`src/rtl/fetch_unit_if.sv`:
```
// Bundles the fetch unit's redirect, imem request/response and decode dequeue signals.
// The master modport is the fetch unit's view; the slave modport is the surrounding system's view.
interface fetch_unit_if;
    logic        redirect_valid;
    logic [31:0] redirect_pc;
    logic        imem_req_valid;
    logic        imem_req_ready;
    logic [31:0] imem_addr;
    logic        imem_resp_valid;
    logic [31:0] imem_resp_rdata;
    logic        deq_valid;
    logic        deq_ready;
    logic [31:0] deq_pc;
    logic [31:0] deq_pc_next;
    logic [31:0] deq_inst;

    modport master (
        input  redirect_valid, redirect_pc, imem_req_ready, imem_resp_valid, imem_resp_rdata, deq_ready,
        output imem_req_valid, imem_addr, deq_valid, deq_pc, deq_pc_next, deq_inst
    );

    modport slave (
        output redirect_valid, redirect_pc, imem_req_ready, imem_resp_valid, imem_resp_rdata, deq_ready,
        input  imem_req_valid, imem_addr, deq_valid, deq_pc, deq_pc_next, deq_inst
    );
endinterface

```
`src/rtl/fetch_unit.sv`:
```
// Fetch front end: PC generator, in-order imem handshake with credit-limited requests, and a
// DEPTH-entry instruction queue for decode. Redirects flush the queue and drop stale responses.
module fetch_unit #(
    parameter logic [31:0] RESET_PC = 32'h6000_0000,
    parameter int          DEPTH    = 4
) (
    input  logic         clk,
    input  logic         rst,
    fetch_unit_if.master bus
);
    localparam int CW = $clog2(DEPTH + 1);
    localparam int AW = $clog2(DEPTH);
    localparam logic [CW-1:0] C_ONE  = CW'(1'b1);
    localparam logic [CW-1:0] C_ZERO = CW'(1'b0);
    localparam logic [AW:0]   A_ONE  = (AW + 1)'(1'b1);

    logic [31:0]   r_pc;
    logic [31:0]   r_resp_pc;
    logic [CW-1:0] r_occ;
    logic [CW-1:0] r_out;
    logic [CW-1:0] r_drop;
    logic [AW:0]   r_head;
    logic [AW:0]   r_tail;
    logic [31:0]   r_q_pc   [DEPTH];
    logic [31:0]   r_q_next [DEPTH];
    logic [31:0]   r_q_inst [DEPTH];

    logic [CW+1:0] w_inflight;
    logic [CW:0]   w_stale_sum;
    logic [CW-1:0] w_drop_redir;
    logic [31:0]   w_redirect_pc;
    logic          w_req_valid;
    logic          w_req_fire;
    logic          w_resp_ok;
    logic          w_resp_drop;
    logic          w_deq_valid;
    logic          w_deq_fire;

    // Every request ever issued holds a credit until it is dequeued or its stale response is dropped.
    assign w_inflight    = (CW + 2)'(r_occ) + (CW + 2)'(r_out) + (CW + 2)'(r_drop);
    assign w_stale_sum   = {1'b0, r_drop} + {1'b0, r_out};
    assign w_drop_redir  = (bus.imem_resp_valid && (w_stale_sum != {(CW + 1){1'b0}}))
                         ? CW'(w_stale_sum - {{CW{1'b0}}, 1'b1}) : CW'(w_stale_sum);
    assign w_redirect_pc = {bus.redirect_pc[31:2], 2'b00};

    assign w_req_valid = ~rst & ~bus.redirect_valid & (w_inflight < (CW + 2)'(DEPTH));
    assign w_req_fire  = w_req_valid & bus.imem_req_ready;
    assign w_resp_ok   = bus.imem_resp_valid & ~bus.redirect_valid & (r_drop == C_ZERO) & (r_out != C_ZERO);
    assign w_resp_drop = bus.imem_resp_valid & ~bus.redirect_valid & (r_drop != C_ZERO);
    assign w_deq_valid = ~rst & ~bus.redirect_valid & (r_occ != C_ZERO);
    assign w_deq_fire  = w_deq_valid & bus.deq_ready;

    assign bus.imem_req_valid = w_req_valid;
    assign bus.imem_addr      = r_pc;
    assign bus.deq_valid      = w_deq_valid;
    assign bus.deq_pc         = r_q_pc[r_head[AW-1:0]];
    assign bus.deq_pc_next    = r_q_next[r_head[AW-1:0]];
    assign bus.deq_inst       = r_q_inst[r_head[AW-1:0]];

    // PC, credit counters and queue pointers; a redirect overrides every other update.
    always_ff @(posedge clk or posedge rst) begin
        if (rst) begin
            r_pc      <= RESET_PC;
            r_resp_pc <= RESET_PC;
            r_occ     <= C_ZERO;
            r_out     <= C_ZERO;
            r_drop    <= C_ZERO;
            r_head    <= {(AW + 1){1'b0}};
            r_tail    <= {(AW + 1){1'b0}};
        end else if (bus.redirect_valid) begin
            r_pc      <= w_redirect_pc;
            r_resp_pc <= w_redirect_pc;
            r_occ     <= C_ZERO;
            r_out     <= C_ZERO;
            r_drop    <= w_drop_redir;
            r_head    <= r_tail;
        end else begin
            if (w_req_fire) begin
                r_pc <= r_pc + 32'd4;
            end
            if (w_resp_drop) begin
                r_drop <= r_drop - C_ONE;
            end
            if (w_resp_ok) begin
                r_resp_pc <= r_resp_pc + 32'd4;
                r_tail    <= r_tail + A_ONE;
            end
            if (w_deq_fire) begin
                r_head <= r_head + A_ONE;
            end
            r_out <= r_out + (w_req_fire ? C_ONE : C_ZERO) - (w_resp_ok ? C_ONE : C_ZERO);
            r_occ <= r_occ + (w_resp_ok ? C_ONE : C_ZERO) - (w_deq_fire ? C_ONE : C_ZERO);
        end
    end

    // Queue storage, written at the tail by accepted responses.
    always_ff @(posedge clk or posedge rst) begin
        if (rst) begin
            for (int i = 0; i < DEPTH; i++) begin
                r_q_pc[i]   <= 32'd0;
                r_q_next[i] <= 32'd0;
                r_q_inst[i] <= 32'd0;
            end
        end else if (w_resp_ok) begin
            r_q_pc[r_tail[AW-1:0]]   <= r_resp_pc;
            r_q_next[r_tail[AW-1:0]] <= r_resp_pc + 32'd4;
            r_q_inst[r_tail[AW-1:0]] <= bus.imem_resp_rdata;
        end
    end

    fetch_unit_chk #(.CW(CW), .DEPTH(DEPTH)) u_chk (
        .clk          (clk),
        .rst          (rst),
        .i_resp_valid (bus.imem_resp_valid),
        .i_out        (r_out),
        .i_drop       (r_drop),
        .i_inflight   (w_inflight)
    );
endmodule

// Protocol checks: no response without a matching request, and credits never exceed DEPTH.
module fetch_unit_chk #(
    parameter int CW    = 3,
    parameter int DEPTH = 4
) (
    input logic          clk,
    input logic          rst,
    input logic          i_resp_valid,
    input logic [CW-1:0] i_out,
    input logic [CW-1:0] i_drop,
    input logic [CW+1:0] i_inflight
);
    a_no_orphan_resp: assert property (@(posedge clk) disable iff (rst)
        i_resp_valid |-> ((i_out != {CW{1'b0}}) || (i_drop != {CW{1'b0}})));

    a_credit_bound: assert property (@(posedge clk) disable iff (rst)
        i_inflight <= (CW + 2)'(DEPTH));
endmodule

```
`src/flat_wrapper.sv`:
```
// flat-port wrapper written by rule: the top's interface ports become plain ports
module fetch_unit_flat 
#(
    parameter logic [31:0] RESET_PC = 32'h6000_0000,
    parameter int          DEPTH    = 4
)
  (clk, rst, bus_redirect_valid, bus_redirect_pc, bus_imem_req_ready, bus_imem_resp_valid, bus_imem_resp_rdata, bus_deq_ready, bus_imem_req_valid, bus_imem_addr, bus_deq_valid, bus_deq_pc, bus_deq_pc_next, bus_deq_inst);
  fetch_unit_if bus_i ();
  input  logic clk;
  input  logic rst;
  input wire logic [$bits(bus_i.redirect_valid)-1:0] bus_redirect_valid;
  input wire logic [$bits(bus_i.redirect_pc)-1:0] bus_redirect_pc;
  input wire logic [$bits(bus_i.imem_req_ready)-1:0] bus_imem_req_ready;
  input wire logic [$bits(bus_i.imem_resp_valid)-1:0] bus_imem_resp_valid;
  input wire logic [$bits(bus_i.imem_resp_rdata)-1:0] bus_imem_resp_rdata;
  input wire logic [$bits(bus_i.deq_ready)-1:0] bus_deq_ready;
  output wire logic [$bits(bus_i.imem_req_valid)-1:0] bus_imem_req_valid;
  output wire logic [$bits(bus_i.imem_addr)-1:0] bus_imem_addr;
  output wire logic [$bits(bus_i.deq_valid)-1:0] bus_deq_valid;
  output wire logic [$bits(bus_i.deq_pc)-1:0] bus_deq_pc;
  output wire logic [$bits(bus_i.deq_pc_next)-1:0] bus_deq_pc_next;
  output wire logic [$bits(bus_i.deq_inst)-1:0] bus_deq_inst;
  assign bus_i.redirect_valid = bus_redirect_valid;
  assign bus_i.redirect_pc = bus_redirect_pc;
  assign bus_i.imem_req_ready = bus_imem_req_ready;
  assign bus_i.imem_resp_valid = bus_imem_resp_valid;
  assign bus_i.imem_resp_rdata = bus_imem_resp_rdata;
  assign bus_i.deq_ready = bus_deq_ready;
  assign bus_imem_req_valid = bus_i.imem_req_valid;
  assign bus_imem_addr = bus_i.imem_addr;
  assign bus_deq_valid = bus_i.deq_valid;
  assign bus_deq_pc = bus_i.deq_pc;
  assign bus_deq_pc_next = bus_i.deq_pc_next;
  assign bus_deq_inst = bus_i.deq_inst;
  fetch_unit #(.RESET_PC(RESET_PC), .DEPTH(DEPTH)) u_core (.clk(clk), .rst(rst), .bus(bus_i));
endmodule
```
`config.mk`:
```
export PLATFORM = sky130hd
export DESIGN_NAME = fetch_unit_flat
export DESIGN_NICKNAME = d
export VERILOG_FILES = /design/src/rtl/fetch_unit_if.sv /design/src/rtl/fetch_unit.sv /design/src/flat_wrapper.sv
export SDC_FILE = /design/constraint.sdc
export NUM_CORES = 1
export LEC_CHECK = 0
export ABC_AREA = 0
export BUFFER_PORTS_ARGS = -buffer_cell sky130_fd_sc_hd__buf_2
export CAP_MARGIN = 20
export CORE_MARGIN = 5
export CORE_UTILIZATION = 25
export CTS_CLUSTER_DIAMETER = 100
export DETAILED_ROUTE_END_ITERATION = 16
export GPL_TIMING_DRIVEN = 0
export PLACE_DENSITY = 0.45
export RECOVER_POWER = 50
export SLEW_MARGIN = 25
export SYNTH_ARGS = -nofsm -noshare
export SYNTH_HDL_FRONTEND = slang
export SYNTH_SLANG_ARGS = --single-unit
```
`constraint.sdc`:
```
create_clock -name clk -period 20.8 [get_ports clk]
set_input_delay 3.12 -clock clk [delete_from_list [all_inputs] [get_ports clk]]
set_output_delay 3.12 -clock clk [all_outputs]
set_load 0.01 [all_outputs]
```
==> run_summary.xml <==
<?xml version="1.0" encoding="UTF-8"?>
<metrics>
  <group name="cts">
    <metric name="post-cts-setup-buffer-count" unit="">0</metric>
    <metric name="cts_repair_resize_count" unit="">0</metric>
    <metric name="clockRootBuffer" unit="">sky130_fd_sc_hd__clkbuf_16</metric>
    <metric name="clk_latency" unit="ns">0.62</metric>
    <metric name="cts_tree" unit="">yes</metric>
    <metric name="clock_h_tree_levels" unit="">2</metric>
    <metric name="post_cts_hold_buffer_count" unit="">0</metric>
    <metric name="clockBufferDepth" unit="">3</metric>
    <metric name="clk_pin_slew_worst_paths" unit="ns">0.06</metric>
    <metric name="cts_made_buffers" unit="">53</metric>
    <metric name="cts_sink_count" unit="">441</metric>
  </group>
  <group name="power">
    <metric name="share_clk_of_total_power" unit="">0.318</metric>
    <metric name="power_frac_seq" unit="">0.423</metric>
    <metric name="comb_power_share" unit="">0.260</metric>
    <metric name="p_leak" unit="nW">11.7</metric>
    <metric name="sw_frac_of_total" unit="">0.307</metric>
    <metric name="cellPowerDensity" unit="nW/um^2">115</metric>
    <metric name="internal-power" unit="mW">1.98</metric>
    <metric name="vdd_ir_drop_max" unit="mV">0.0623</metric>
    <metric name="switching_power" unit="mW">0.876</metric>
  </group>
  <group name="sta">
    <metric name="timing_max_transition_violations_final" unit="">436</metric>
    <metric name="finClkSkew" unit="ns">0.0318</metric>
    <metric name="finalCritPeriodShare" unit="">0.565</metric>
    <metric name="rsz_0062_raised_after_global_routing" unit="">false</metric>
    <metric name="setup_slack" unit="ns">9.05</metric>
    <metric name="totalNegativeSetupSlack" unit="ns">0</metric>
    <metric name="max_freq" unit="GHz">0.0851</metric>
    <metric name="slew_headroom" unit="">-2.54</metric>
    <metric name="worstMarginPinSlew" unit="ns">5.31</metric>
    <metric name="post-route-min-period" unit="ns">11.75</metric>
    <metric name="hold_fails_final_rpt" unit="">0</metric>
    <metric name="timing.final.setup_violations" unit="">0</metric>
  </group>
  <group name="floorplan">
    <metric name="die_area" unit="sq um">89100</metric>
    <metric name="io_pins" unit="">200</metric>
    <metric name="rows" unit="">105</metric>
    <metric name="die_width" unit="um">299</metric>
    <metric name="initial_utilization" unit="">0.253</metric>
    <metric name="fp.dieH" unit="um">299</metric>
    <metric name="core_region_area" unit="sq um">82400</metric>
  </group>
  <group name="placed_design">
    <metric name="final_weighted_congestion_of_routability_driven_global_placement" unit="">0.855</metric>
    <metric name="dp.cells" unit="">2868</metric>
    <metric name="dpl_cell_area" unit="sq um">23300</metric>
    <metric name="dp.final_hpwl" unit="um">46100</metric>
    <metric name="place.port_buffers" unit="">190</metric>
    <metric name="dpl_worst_slack" unit="ns">12.99</metric>
  </group>
  <group name="final_layout">
    <metric name="fin_nets" unit="">1948</metric>
    <metric name="final_design_area_no_fill" unit="sq um">24800</metric>
    <metric name="postLayoutCoreUtil" unit="">0.301</metric>
    <metric name="layout.filler_cells" unit="">8361</metric>
    <metric name="fin_cells" unit="">2964</metric>
    <metric name="layout-drive-gt1-share" unit="">0.348</metric>
    <metric name="area_delta_synth_final" unit="%">19.2</metric>
    <metric name="multi_input_comb_area" unit="sq um">9030</metric>
    <metric name="area.sequential" unit="sq um">11000</metric>
    <metric name="antenna_cells" unit="">0</metric>
  </group>
  <group name="worst_hold_path">
    <metric name="holdCritPathClass" unit="">flop to flop</metric>
  </group>
  <group name="yosys">
    <metric name="netlist_area" unit="sq um">20800</metric>
    <metric name="synth_commonest_cells" unit="">sky130_fd_sc_hd__dfrtp_1, sky130_fd_sc_hd__nand2_1, sky130_fd_sc_hd__mux2_2, sky130_fd_sc_hd__o21ai_0, sky130_fd_sc_hd__mux4_2</metric>
    <metric name="synth.yosys.seq_area_share" unit="">0.530</metric>
    <metric name="synth_enable_flop_cells" unit="">0</metric>
    <metric name="synthArstFlopShare" unit="">1.00</metric>
    <metric name="synthesis.area_per_instance" unit="sq um">13.0</metric>
    <metric name="number_of_instances_in_the_synthesized_netlist" unit="">1598</metric>
    <metric name="synthDominantCellAreaShare" unit="">0.525</metric>
    <metric name="dominantRegCellSynth" unit="">sky130_fd_sc_hd__dfrtp_1</metric>
    <metric name="post-synth-top-area-cell" unit="">sky130_fd_sc_hd__dfrtp_1</metric>
    <metric name="ys_ff_latch" unit="">441</metric>
    <metric name="synth_most_common_cell" unit="">sky130_fd_sc_hd__dfrtp_1</metric>
    <metric name="synthDistinctLibCells" unit="">66</metric>
    <metric name="synth_warnings" unit="">0</metric>
    <metric name="synth_top_cells_by_area" unit="">sky130_fd_sc_hd__dfrtp_1, sky130_fd_sc_hd__mux4_2, sky130_fd_sc_hd__mux2_2</metric>
  </group>
  <group name="route">
    <metric name="vias_per_cell" unit="">4.80</metric>
    <metric name="detail_route.first_pass.iterations" unit="">5</metric>
    <metric name="drt-total-wl" unit="um">64900</metric>
    <metric name="drt-wirelength-per-cell" unit="um">21.9</metric>
    <metric name="initialDrtViolationCount" unit="">835</metric>
    <metric name="drtAntennaViolNets" unit="">0</metric>
    <metric name="count_of_unresolved_drc_violations_after_routing" unit="">0</metric>
    <metric name="dr_total_vias" unit="">14200</metric>
  </group>
  <group name="job">
    <metric name="cap_violations" unit="">5</metric>
  </group>
  <group name="grt">
    <metric name="globalRoute.totalOverflow" unit="">0</metric>
    <metric name="grt_pass1_vias" unit="">15000</metric>
    <metric name="global_route.usage.total" unit="">0.143</metric>
    <metric name="global_route_wire_length_before_repair" unit="um">97900</metric>
    <metric name="grt_start_max_net_pins" unit="">102</metric>
    <metric name="number_of_antenna_violations_at_the_first_check_in_global_routing" unit="">5</metric>
  </group>
  <group name="setup_path">
    <metric name="critPathArrivalTime" unit="ns">11.20</metric>
    <metric name="timing.reg2reg.worst_path_depth" unit="">14</metric>
    <metric name="cpLargestDelayFamily" unit="">buffers and inverters</metric>
    <metric name="rr_endpoint" unit="">u_core.r_out[2]</metric>
    <metric name="timing.critical_path.from" unit="">rst</metric>
    <metric name="start_kind" unit="">input port</metric>
    <metric name="worst-path-stages" unit="">4</metric>
    <metric name="crit_slowest_cell" unit="">sky130_fd_sc_hd__clkbuf_1</metric>
    <metric name="critical_path.endpoint_type" unit="">asynchronous set/reset pin</metric>
    <metric name="capture_point_of_the_worst_path" unit="">u_core.r_q_inst[6]</metric>
    <metric name="cpPeakStageDelay" unit="ns">3.92</metric>
    <metric name="critical_path_buffers_and_inverters" unit="">4</metric>
    <metric name="cells_traversed_along_the_worst_timing_path" unit="">clkbuf_1 -&gt; clkinvlp_2 -&gt; clkbuf_1 -&gt; clkbuf_1</metric>
    <metric name="worstPathMaxFanout" unit="">101</metric>
    <metric name="worst_ep_required_time" unit="ns">20.25</metric>
    <metric name="worst-setup-path-type" unit="">input port to asynchronous set/reset pin</metric>
    <metric name="r2r-start" unit="">u_core.r_drop[1]</metric>
    <metric name="cp_common_cell" unit="">sky130_fd_sc_hd__clkbuf_1</metric>
    <metric name="ff2ff_setup_slack" unit="ns">16.66</metric>
  </group>
  <group name="status">
    <metric name="violations" unit="">max-capacitance violations, max-slew violations</metric>
    <metric name="outcome" unit="">finished, violations left</metric>
  </group>
</metrics>
worst min path at each step:
stage,startpoint,to,slack [ns],cells past startpoint
floorplan,u_core.r_q_next[34],u_core.r_q_next[34],0.44,2
global placement,u_core.r_q_next[95],u_core.r_q_next[95],0.46,2
detailed placement,u_core.r_q_next[49],u_core.r_q_next[49],0.47,2
CTS,u_core.r_q_next[49],u_core.r_q_next[49],0.48,2
global route,u_core.r_q_next[49],u_core.r_q_next[49],0.50,2
finish,u_core.r_q_next[49],u_core.r_q_next[49],0.48,2
tightest hold or removal path, stage by stage (launching register included):
cell and delay (ns):
sky130_fd_sc_hd__dfrtp_1 0.33, sky130_fd_sc_hd__nand2_1 0.04, sky130_fd_sc_hd__o21ai_0 0.06
cell usage in the layout (no fill, tap or decap), drive strengths merged, types with 16 or more instances in the layout:
master	synthesis	layout
nand2	189	189
ha	21	21
nor2	18	18
dfrtp	437	437
nand3	34	34
mux2	250	250
mux4	92	92
o311ai	16	16
xnor2	22	22
o21ai	160	160
inv	32	33
clkbuf	62	171
xor2	25	25
nand4	28	28
buf	64	232
cell type report:
type                       count  area share
clock inverter                14     0.00535
tap                         1070      0.0540
sequential                   441       0.445
buffer                       126      0.0240
multi-input combinational   1003       0.364
inverter                      33     0.00504
clock buffer                  82      0.0643
timing repair buffer         195      0.0385
power groups by stage:
stage / combinational [mW] / sequential, mW / clock (mW)
floorplan: 0.520 / 1.18 / 0
global placement: 0.751 / 1.21 / 0
detailed placement: 0.770 / 1.22 / 0
CTS: 0.772 / 1.20 / 0.941
global route: 0.817 / 1.23 / 0.974
finish: 0.740 / 1.21 / 0.907
state kept, by name (all words and copies together) (netlist names):
name / count
u_core.r_out: 3
u_core.r_q_pc: 120
u_core.r_head: 2
u_core.r_q_next: 120
u_core.r_drop: 3
u_core.r_tail: 2
u_core.r_occ: 3
u_core.bus.imem_addr: 30
u_core.r_q_inst: 128
u_core.r_resp_pc: 30
metrics by stage:
step                hold slack (ns)  total power, mW
floorplan                     0.445             1.70
global placement              0.457             1.96
detailed placement            0.465             1.99
CTS                           0.478             2.92
global route                  0.496             3.02
finish                        0.475             2.85
kinds of logic after synthesis:
group                    share of synthesized area
XOR/XNOR                                    0.0198
multiplexers                                 0.249
AO/OA/AOI/OAI                               0.0714
other                                     0.000180
flip-flops                                   0.530
adder cells (fa/ha/maj)                     0.0165
buffers and inverters                       0.0358
AND/OR/NAND/NOR                             0.0769
routing by layer:
layer	up-vias	track usage	part of all wire
met5	-	0	0.00017
met4	2	0.0355	0.022
met3	73	0.0277	0.055
met2	403	0.231	0.47
met1	7442	0.199	0.45
li1	6300	-	-
No activity file was read; power rests on OpenSTA's default activity.
